[src/rtl/bus_arbiter_mm.sv]
// bus_arbiter_mm
//   Multi-master shared-bus controller. M masters share one N-bit registered
//   broadcast bus through a mux (no tristates). The owner is picked by fixed
//   priority (MODE 0, lowest index wins) or round-robin (MODE 1, scan from
//   rr_ptr). A hold limit of MAX_HOLD consecutive cycles hands the bus to
//   another requester when one is waiting.
//
// Ports
//   clk        system clock, rising edge
//   rst        asynchronous active-low reset
//   req        per-master request, level-sensitive
//   data_in    master k drives bits [k*N+N-1 : k*N]
//   grant      one-hot registered grant, all-zero when idle
//   bus_data   registered bus value (owner's slice, one cycle late)
//   bus_valid  high while bus_data carries an owner's data
//   src_id     index of the current owner; holds the last owner when idle
module bus_arbiter_mm #(
  parameter int N        = 8,
  parameter int M        = 4,
  parameter int MODE     = 1,
  parameter int MAX_HOLD = 4
) (
  input  logic                                 clk,
  input  logic                                 rst,
  input  logic [M-1:0]                         req,
  input  logic [M*N-1:0]                       data_in,
  output logic [M-1:0]                         grant,
  output logic [N-1:0]                         bus_data,
  output logic                                 bus_valid,
  output logic [((M > 1) ? $clog2(M) : 1)-1:0] src_id
);

  localparam int SW = (M > 1) ? $clog2(M) : 1;
  localparam int HW = (MAX_HOLD > 1) ? $clog2(MAX_HOLD + 1) : 1;

  localparam logic [SW:0]   M_W        = (SW+1)'(M);
  localparam logic [SW-1:0] LAST_IDX   = SW'(M - 1);
  localparam logic [HW-1:0] HOLD_MAX_W = HW'(MAX_HOLD);
  localparam logic [HW-1:0] HOLD_ONE   = HW'(1);

  localparam logic [0:0] IDLE = 1'b0;
  localparam logic [0:0] OWN  = 1'b1;

  logic [0:0]    state;
  logic [HW-1:0] hold_cnt;
  logic [SW-1:0] rr_ptr;

  logic [M-1:0]  own_bit;
  logic          owner_req;
  logic          excl_owner;
  logic [M-1:0]  sel_mask;
  logic [SW-1:0] sel_start;
  logic          sel_found;
  logic [SW:0]   scan;
  logic [SW-1:0] win_idx;

  logic [0:0]    nxt_state;
  logic [SW-1:0] nxt_owner;
  logic [HW-1:0] nxt_hold;
  logic          new_grant;
  logic [N-1:0]  nxt_data;

  function automatic logic [SW-1:0] inc_mod(input logic [SW-1:0] v);
    return (v == LAST_IDX) ? '0 : v + SW'(1);
  endfunction

  assign own_bit   = M'(1) << src_id;
  assign owner_req = |(req & own_bit);

  // While the owner still requests, the only reason to pick a winner is a
  // preemption, so the owner is masked out and the scan starts just past it.
  assign excl_owner = (state == OWN) && owner_req;
  assign sel_mask   = excl_owner ? (req & ~own_bit) : req;
  assign sel_found  = |sel_mask;

  always_comb begin
    sel_start = '0;
    if (MODE != 0) begin
      sel_start = excl_owner ? inc_mod(src_id) : rr_ptr;
    end
  end

  // Scan offsets from high to low so the lowest offset that hits is the last
  // one assigned, i.e. the first requester found from sel_start.
  always_comb begin
    win_idx = '0;
    scan    = '0;
    for (int i = M - 1; i >= 0; i--) begin
      scan = {1'b0, sel_start} + (SW+1)'(i);
      if (scan >= M_W) begin
        scan = scan - M_W;
      end
      if (sel_mask[scan[SW-1:0]]) begin
        win_idx = scan[SW-1:0];
      end
    end
  end

  always_comb begin
    nxt_state = state;
    nxt_owner = src_id;
    nxt_hold  = hold_cnt;
    new_grant = 1'b0;
    case (state)
      IDLE: begin
        if (sel_found) begin
          nxt_state = OWN;
          nxt_owner = win_idx;
          nxt_hold  = HOLD_ONE;
          new_grant = 1'b1;
        end
      end
      default: begin
        if (!owner_req) begin
          if (sel_found) begin
            // Direct handover, no idle cycle between owners.
            nxt_owner = win_idx;
            nxt_hold  = HOLD_ONE;
            new_grant = 1'b1;
          end else begin
            nxt_state = IDLE;
            nxt_hold  = '0;
          end
        end else if (hold_cnt < HOLD_MAX_W) begin
          nxt_hold = hold_cnt + HOLD_ONE;
        end else if (sel_found) begin
          nxt_owner = win_idx;
          nxt_hold  = HOLD_ONE;
          new_grant = 1'b1;
        end else begin
          // Nobody else waiting: keep the owner, counter stays saturated.
          nxt_hold = HOLD_MAX_W;
        end
      end
    endcase
  end

  always_comb begin
    nxt_data = '0;
    if (nxt_state == OWN) begin
      for (int k = 0; k < M; k++) begin
        if (nxt_owner == SW'(k)) begin
          nxt_data = data_in[k*N +: N];
        end
      end
    end
  end

  // Register stage: control and the bus data path update on the same edge.
  always_ff @(posedge clk or negedge rst) begin
    if (!rst) begin
      state     <= IDLE;
      hold_cnt  <= '0;
      rr_ptr    <= '0;
      src_id    <= '0;
      grant     <= '0;
      bus_valid <= 1'b0;
      bus_data  <= '0;
    end else begin
      state     <= nxt_state;
      hold_cnt  <= nxt_hold;
      src_id    <= nxt_owner;
      grant     <= (nxt_state == OWN) ? (M'(1) << nxt_owner) : '0;
      bus_valid <= (nxt_state == OWN);
      bus_data  <= nxt_data;
      if (new_grant) begin
        rr_ptr <= inc_mod(nxt_owner);
      end
    end
  end

endmodule

[config.mk]
export PLATFORM = sky130hd
export DESIGN_NAME = bus_arbiter_mm
export DESIGN_NICKNAME = d
export VERILOG_FILES = /design/src/rtl/bus_arbiter_mm.sv
export SDC_FILE = /design/constraint.sdc
export NUM_CORES = 1
export LEC_CHECK = 0
export BUFFER_PORTS_ARGS = -buffer_cell sky130_fd_sc_hd__buf_2
export CORE_MARGIN = 2
export CORE_UTILIZATION = 45
export CTS_BUF_LIST = sky130_fd_sc_hd__clkbuf_8 sky130_fd_sc_hd__clkbuf_16
export CTS_CLUSTER_SIZE = 25
export DETAILED_ROUTE_END_ITERATION = 10
export PLACE_DENSITY = 0.72
export SLEW_MARGIN = 5
export SYNTH_ARGS = -nofsm -noshare
export SYNTH_HDL_FRONTEND = slang
export SYNTH_SLANG_ARGS = --single-unit
[constraint.sdc]
create_clock -name clk -period 6.2 [get_ports clk]
set_clock_uncertainty 0.15 [all_clocks]
set_input_delay 0.31 -clock clk [delete_from_list [all_inputs] [get_ports clk]]
set_output_delay 0.31 -clock clk [all_outputs]
set_load 0.01 [all_outputs]
==> results of run 1 <==
==> worst paths after layout <==
kind | to | startpoint | slack [ns] | cells past startpoint
min in group asynchronous | bus_data[5] | rst | 0.38 | 2
worst max register to register | bus_data[6] | src_id[0] | 2.19 | 13
worst min-delay path | bus_data[1] | data_in[25] | 0.16 | 3
max in group asynchronous | rr_ptr[0] | rst | 5.21 | 2
worst min register to register | hold_cnt[1] | hold_cnt[1] | 0.36 | 1
worst max-delay path | bus_data[6] | src_id[0] | 2.19 | 13
==> routing by layer <==
metal,vias to the layer above,global-route usage [%]
met5,-,0
met4,0,4.66
met3,5,1.92
met2,59,35.0
met1,611,24.7
li1,678,-
==> stage by stage <==
| step | total power, mW | utilization, % | hold WS [ns] | cell area [um2] | setup slack, ns |
|---|---|---|---|---|---|
| after floorplan | 0.905 | - | -0.136 | 1440 | 2.84 |
| final | 1.21 | 58.4 | 0.157 | 1780 | 2.19 |
| after CTS | 1.22 | 58.4 | 0.141 | 1780 | 1.88 |
| after global routing | 1.34 | 58.4 | 0.141 | 1780 | 1.82 |
| after global placement | 1.06 | 55.7 | 0.121 | 1700 | 2.06 |
| after detailed placement | 1.08 | 55.7 | 0.130 | 1700 | 1.87 |
==> area by class of cell <==
type,instances,area [um2]
fillers,273,1270
well taps,44,55.1
inverters,4,15.0
repair buffers,53,270
multi-input cells,127,870
flip-flops and latches,20,500
clock inverters,1,30.0
clock buffers,3,41.3
==> registers in the layout, summed over array words and instances (netlist names) <==
name	count
src_id	2
hold_cnt	3
state	1
rr_ptr	2
bus_data	8
grant	4
==> what timing repair did <==
| item | in CTS | in global routing |
|---|---|---|
| endpoints found under the setup margin | 0 | 0 |
| endpoints found under the hold margin | 20 | 0 |
| hold buffers | 1 | 0 |
| setup buffers | 0 | 0 |
==> critical path: stages, from the launching register on <==
cell and delay [ns]:
dfrtp_1 0.52, inv_1 0.12, ha_1 0.25, a22o_1 0.26, o21ai_1 0.67, o2111ai_1 0.20
a31oi_1 0.32, o31a_1 0.21, ha_1 0.45, and3b_1 0.23, a21oi_1 0.15, o21ai_0 0.12
mux2i_1 0.16, nor2_1 0.06
==> cells in the mapped netlist, types with 2 or more instances <==
master	instances
ha_1	9
o311a_1	2
o2111ai_1	4
o31ai_1	2
nor2_1	16
a21bo_2	2
dfrtp_1	20
mux2i_1	9
nor3_1	5
a22o_1	3
nand3b_1	2
a21oi_1	11
nor2b_1	4
clkbuf_1	3
inv_1	4
a21boi_2	2
o32a_1	2
a31oi_1	2
o21ai_0	10
nand2_1	19
buf_4	2
buf_6	2
and3b_1	8
==> where the power goes <==
group,internal [mW],switching (mW),total [mW]
registers,0.198,0.0461,0.244
clock network,0.0861,0.0440,0.130
logic,0.360,0.479,0.839
total,0.643,0.570,1.21
==> cell usage in the layout, fill, tap and decap left out, types with 3 or more instances in the layout <==
cell type,instances
buf_2,52
dfrtp_1,20
nand2_1,19
nor2_1,16
a21oi_1,11
mux2i_1,9
o21ai_0,9
ha_1,9
and3b_1,8
nor3_1,5
inv_1,4
o2111ai_1,4
nor2b_1,4
a22o_1,3
clkbuf_8,3
==> logic make-up after synthesis <==
family | after synthesis
AOI/OAI and AO/OA | 48
adders and majority gates | 9
buffers and inverters | 13
DFF | 20
muxes | 9
and+or+nand+nor | 61
==> results.md, run 1 <==
## Logic synthesis
* dfrtp_1, ha_1, mux2i_1 — cell types with the largest area share after synthesis
* compound AO/OA/AOI/OAI gates — dominant combinational cell family by area after synthesis
* dfrtp_1 — most frequently used flop master after synthesis
* 160 — count of mapped cells out of synthesis
* 20 — synthesized flop and latch total
* 0.00144 mm2 — Synth Cell Area
* 6.24% — multiplexer share of the synthesized area
* dfrtp_1 — Yosys top cell by area
* 34.7% — Yosys top cell area share
* 40 — post-synthesis cell type count
* 100% — share of synthesized registers carrying an async set or reset
* 0 — Post-synth EDFFs
* 207 — synthesized net count
* 0 — Yosys warning total
* 9.02 um2 — synthesized area per cell
* 22.0% — Simple-Gate Fraction of Synth Area
* 7.81% — post-synthesis adder-cell area fraction
* 0% — synthesized-area fraction occupied by xor and xnor cells
* 24.2% — Compound-Gate Fraction of Synth Area
* 34.7% — share of the yosys chip area belonging to registers

## Clock tree
* 1 — H-tree Lvls
* 0.08 ns — clock-pin slew on the worst setup and hold paths
* 0.26 ns — worst skew pair latency
* 3 — TritonCTS buffer count
* 0 — CTS resizes
* clkbuf_8 — clock tree root buffer cell
* 2 — maximum root-to-sink buffer count
* yes — CTS tree
* 20 — Sink Count

## STA
* 4.01 ns — final critical path time including I/O delays and setup
* 249 MHz — FMAX
* 64.7% — final clock period utilization by the worst path
* 0 — Slew Limit Fails
* 0.852 ns — transition time of the tightest slew-check pin
* 42.8% — slew margin rel.
* false — RSZ-0062 raised after global routing
* 0 ns — Setup TNS
* 0 — final number of setup-violating endpoints
* 0 — count of endpoints failing hold in the final timing report

## Placement
* 2730 um — Final HPWL DP
* 0.841 — GP Congestion
* 52 — number of input and output port buffers inserted
* 247 — count of placed standard cells including taps

## Drt
* 0 — post-route antenna net violation count
* 1710 um — met2 WL
* 1520 um — wire length on met1
* 4 — Detailed Routing Iterations Pass 1
* 1,353 — via count
* 0 — remaining routing DRC violations
* met4 — highest metal layer with signal wires
* 3440 um — drt total wl
* 58 — iteration-0 DRC count of the detailed router
* 5.37 — Via-to-Cell Ratio
* 172 um — wire length on met3
* 13.7 um — average detailed-routed wire length per instance

## Power and ir drop
* 681 mW/mm2 — PwrDens
* 396 uV — Max VDD drop
* 0.885 nW — leakage power

## Global route
* 1,237 — via count of the first global-routing pass
* 0 — initial antenna violation count
* 21 — largest net degree at the start of global routing
* 19.3% — global-route usage over all layers
* 0 — Overflow after GRT
* 5370 um — global-route wire length before repair

## Cells and area
* 256 — count of nets after finishing
* 252 — count of placed standard cells in the final layout, fillers left out
* 0 — ant diodes
* 23.5% — synth-to-layout area growth
* 30.8% — layout cells sized above 1

## Floorplan
* 60.6 um — die height
* 60.6 um — die width
* 0.00305 mm2 — Std-Cell Core Area
* 0.00367 mm2 — DIE AREA
* 53 — count of pins on the block boundary
* 47.3% — starting density of the core
* 20 — placement row count

## Worst setup path
* 3.99 ns — worst endpoint data arrival time
* 17 — CP max FO
* flip-flop — nature of the critical path endpoint
* flip-flop — startpoint kind of the worst setup timing path
* 6.18 ns — worst endpoint required time
* flip-flop to flip-flop — critical setup path kind

## Worst hold path
* input pin to flip-flop — type of the worst min-delay path

## Status
* complete, no violations — status

## Flow run
* 0 — Max-Cap Viols

Power figures use the tool's default switching activity.
==> run 2: changes to the inputs <==
==> constraint.sdc (replaced) <==
create_clock -name clk -period 3.95 [get_ports clk]
set_clock_uncertainty 0.15 [all_clocks]
set_input_delay 0.1975 -clock clk [delete_from_list [all_inputs] [get_ports clk]]
set_output_delay 0.1975 -clock clk [all_outputs]
set_load 0.01 [all_outputs]
==> results.md, run 2 (synthesized netlist as in run 1, its figures left out) <==
## Status
* complete, no violations — status

## Worst setup path
* flip-flop — startpoint kind of the worst setup timing path
* 13 — path depth of the worst reg2reg path, unchanged
* src_id[0] — startpoint of the most critical register-to-register path
* flip-flop to flip-flop — critical setup path kind
* 3.67 ns — worst endpoint data arrival time, -0.32 ns
* flip-flop — nature of the critical path endpoint
* 0.32 ns — worst reg-to-reg setup slack, -1.87 ns
* 3.99 ns — worst endpoint required time, -2.19 ns
* 10 — CP max FO, -7
* bus_data[6] — terminus of the critical flop-to-flop path

## Clock tree
* 0.26 ns — worst skew pair latency, about the same
* yes — CTS tree
* 0.07 ns — clock-pin slew on the worst setup and hold paths, about the same
* clkbuf_8 — clock tree root buffer cell
* 20 — Sink Count, unchanged
* 3 — TritonCTS buffer count, unchanged
* 0 — post-CTS repair timing setup buffer count, unchanged
* 1 — H-tree Lvls, unchanged
* 2 — maximum root-to-sink buffer count, unchanged

## Floorplan
* 47.3% — starting density of the core, unchanged
* 0.00367 mm2 — DIE AREA, unchanged
* 53 — count of pins on the block boundary, unchanged
* 20 — placement row count, unchanged
* 60.6 um — die width, unchanged
* 60.6 um — die height, unchanged
* 0.00305 mm2 — Std-Cell Core Area, unchanged

## Cells and area
* 257 — count of nets after finishing, +0.39%
* bus_data: 8 flops, grant: 4 flops, hold_cnt: 3 flops — registers with the highest flip-flop counts
* 24.2% — synth-to-layout area growth
* buf_2 — most common cell after layout, fill and taps aside
* 8 — flip-flop count of the largest register, all copies and words added, unchanged
* bus_data — Top reg by flops
* buf_2, dfrtp_1, nand2_1 — top library cells by usage in the layout, fill and taps aside
* 58.7% — Core Util, Final, +0.33 points
* 253 — count of placed standard cells in the final layout, fillers left out, +0.40%
* 31.6% — layout cells sized above 1, +0.81 points
* 0 — ant diodes, unchanged

## Worst hold path
* 3 — worst hold path cell count, unchanged
* input pin to flip-flop — type of the worst min-delay path
* bus_data[4] — Worst Hold Path EP
* data_in[28] — startpoint of the worst hold path

## Power and ir drop
* 1070 mW/mm2 — PwrDens, +58%
* 656 uV — Max VDD drop, +66%
* 0.888 nW — leakage power, +0.35%
* 1.93 mW — power after layout, +59%

## Global route
* 0 — initial antenna violation count, unchanged
* 20.3% — global-route usage over all layers, +1.0 points
* 1,406 — via count of the first global-routing pass, +14%
* 0 — Overflow after GRT, unchanged
* 5720 um — global-route wire length before repair, +6.6%
* 21 — largest net degree at the start of global routing, unchanged

## STA
* 0.529 ns — transition time of the tightest slew-check pin, -0.323 ns
* 276 MHz — FMAX, +11%
* 0 ns — Setup TNS, unchanged
* 91.9% — final clock period utilization by the worst path, +27 points
* 0 — Slew Limit Fails, unchanged
* 0.0266 ns — Fin Hold WS, -0.131 ns
* 0 — count of endpoints failing hold in the final timing report, unchanged
* 0 — final number of setup-violating endpoints, unchanged
* 3.63 ns — final critical path time including I/O delays and setup, -0.382 ns
* 64.7% — slew margin rel., +22 points
* false — RSZ-0062 raised after global routing

## Placement
* 52 — number of input and output port buffers inserted, unchanged
* 248 — count of placed standard cells including taps, +0.40%
* 0.879 — GP Congestion, +4.5%
* 2740 um — Final HPWL DP, about the same

## Drt
* 0 — remaining routing DRC violations, unchanged
* 1470 um — wire length on met1, -3.2%
* 4 — Detailed Routing Iterations Pass 1, unchanged
* met4 — highest metal layer with signal wires
* 0 — post-route antenna net violation count, unchanged
* 13.9 um — average detailed-routed wire length per instance, +1.5%
* 3510 um — drt total wl, +1.9%
* 1820 um — met2 WL, +6.6%
* 43 — iteration-0 DRC count of the detailed router, -26%
* 155 um — wire length on met3, -9.9%
* 1,372 — via count, +1.4%
* 5.42 — Via-to-Cell Ratio, +1.0%

## Flow run
* 0 — Max-Cap Viols, unchanged

[run 2: repair_timing]
action                                  CTS  global route
endpoints found under the setup margin    0             5
hold buffers                              1             0
endpoints found under the hold margin    20             0
resized for setup                         0             1
[run 2: worst max-delay path by stage]
stage	from	endpoint
CTS	src_id[0]	bus_data[6]
detailed placement	src_id[0]	bus_data[6]
floorplan	src_id[0]	bus_data[0]
finish	src_id[0]	bus_data[6]
global placement	src_id[0]	bus_data[5]
global route	src_id[0]	bus_data[6]
[run 2: power by group]
part / total, mW / switching, mW / leakage, nW / internal, mW
registers: 0.383 / 0.0726 / 0.248 / 0.310
clock network: 0.202 / 0.0668 / 0.0357 / 0.135
logic: 1.34 / 0.763 / 0.604 / 0.578
[run 2: worst max-delay path, stage by stage (launching register included)]
cell	delay, ns
dfrtp_1	0.54
inv_1	0.11
ha_1	0.24
a22o_1	0.27
o21a_1	0.30
o311a_1	0.16
o32a_1	0.38
o32ai_1	0.37
ha_1	0.35
and3b_1	0.19
a21oi_1	0.05
o21ai_0	0.25
mux2i_1	0.11
nor2_1	0.10
[run 2: area by class of cell]
| cell class | instances | area (um2) |
|---|---|---|
| fill | 279 | 1260 |
| multi-input combinational | 127 | 872 |
| sequential | 20 | 500 |
| timing repair buffer | 54 | 278 |
| tap | 44 | 55.1 |
| clock buffer | 3 | 41.3 |
| clock inverter | 1 | 30.0 |
| inverter | 4 | 15.0 |
[run 2: metal layers]
| layer | vias up | global-route usage (%) |
|---|---|---|
| met5 | - | 0 |
| met1 | 636 | 23.2 |
| met2 | 52 | 39.3 |
| met3 | 5 | 1.71 |
| met4 | 0 | 6.83 |
| li1 | 679 | - |
[run 2: through the flow]
step / setup slack (ns) / instance area, um2
floorplan: 0.591 / 1440
global placement: 0.391 / 1710
detailed placement: 0.273 / 1710
CTS: 0.252 / 1790
global route: 0.0516 / 1790
finish: 0.321 / 1790
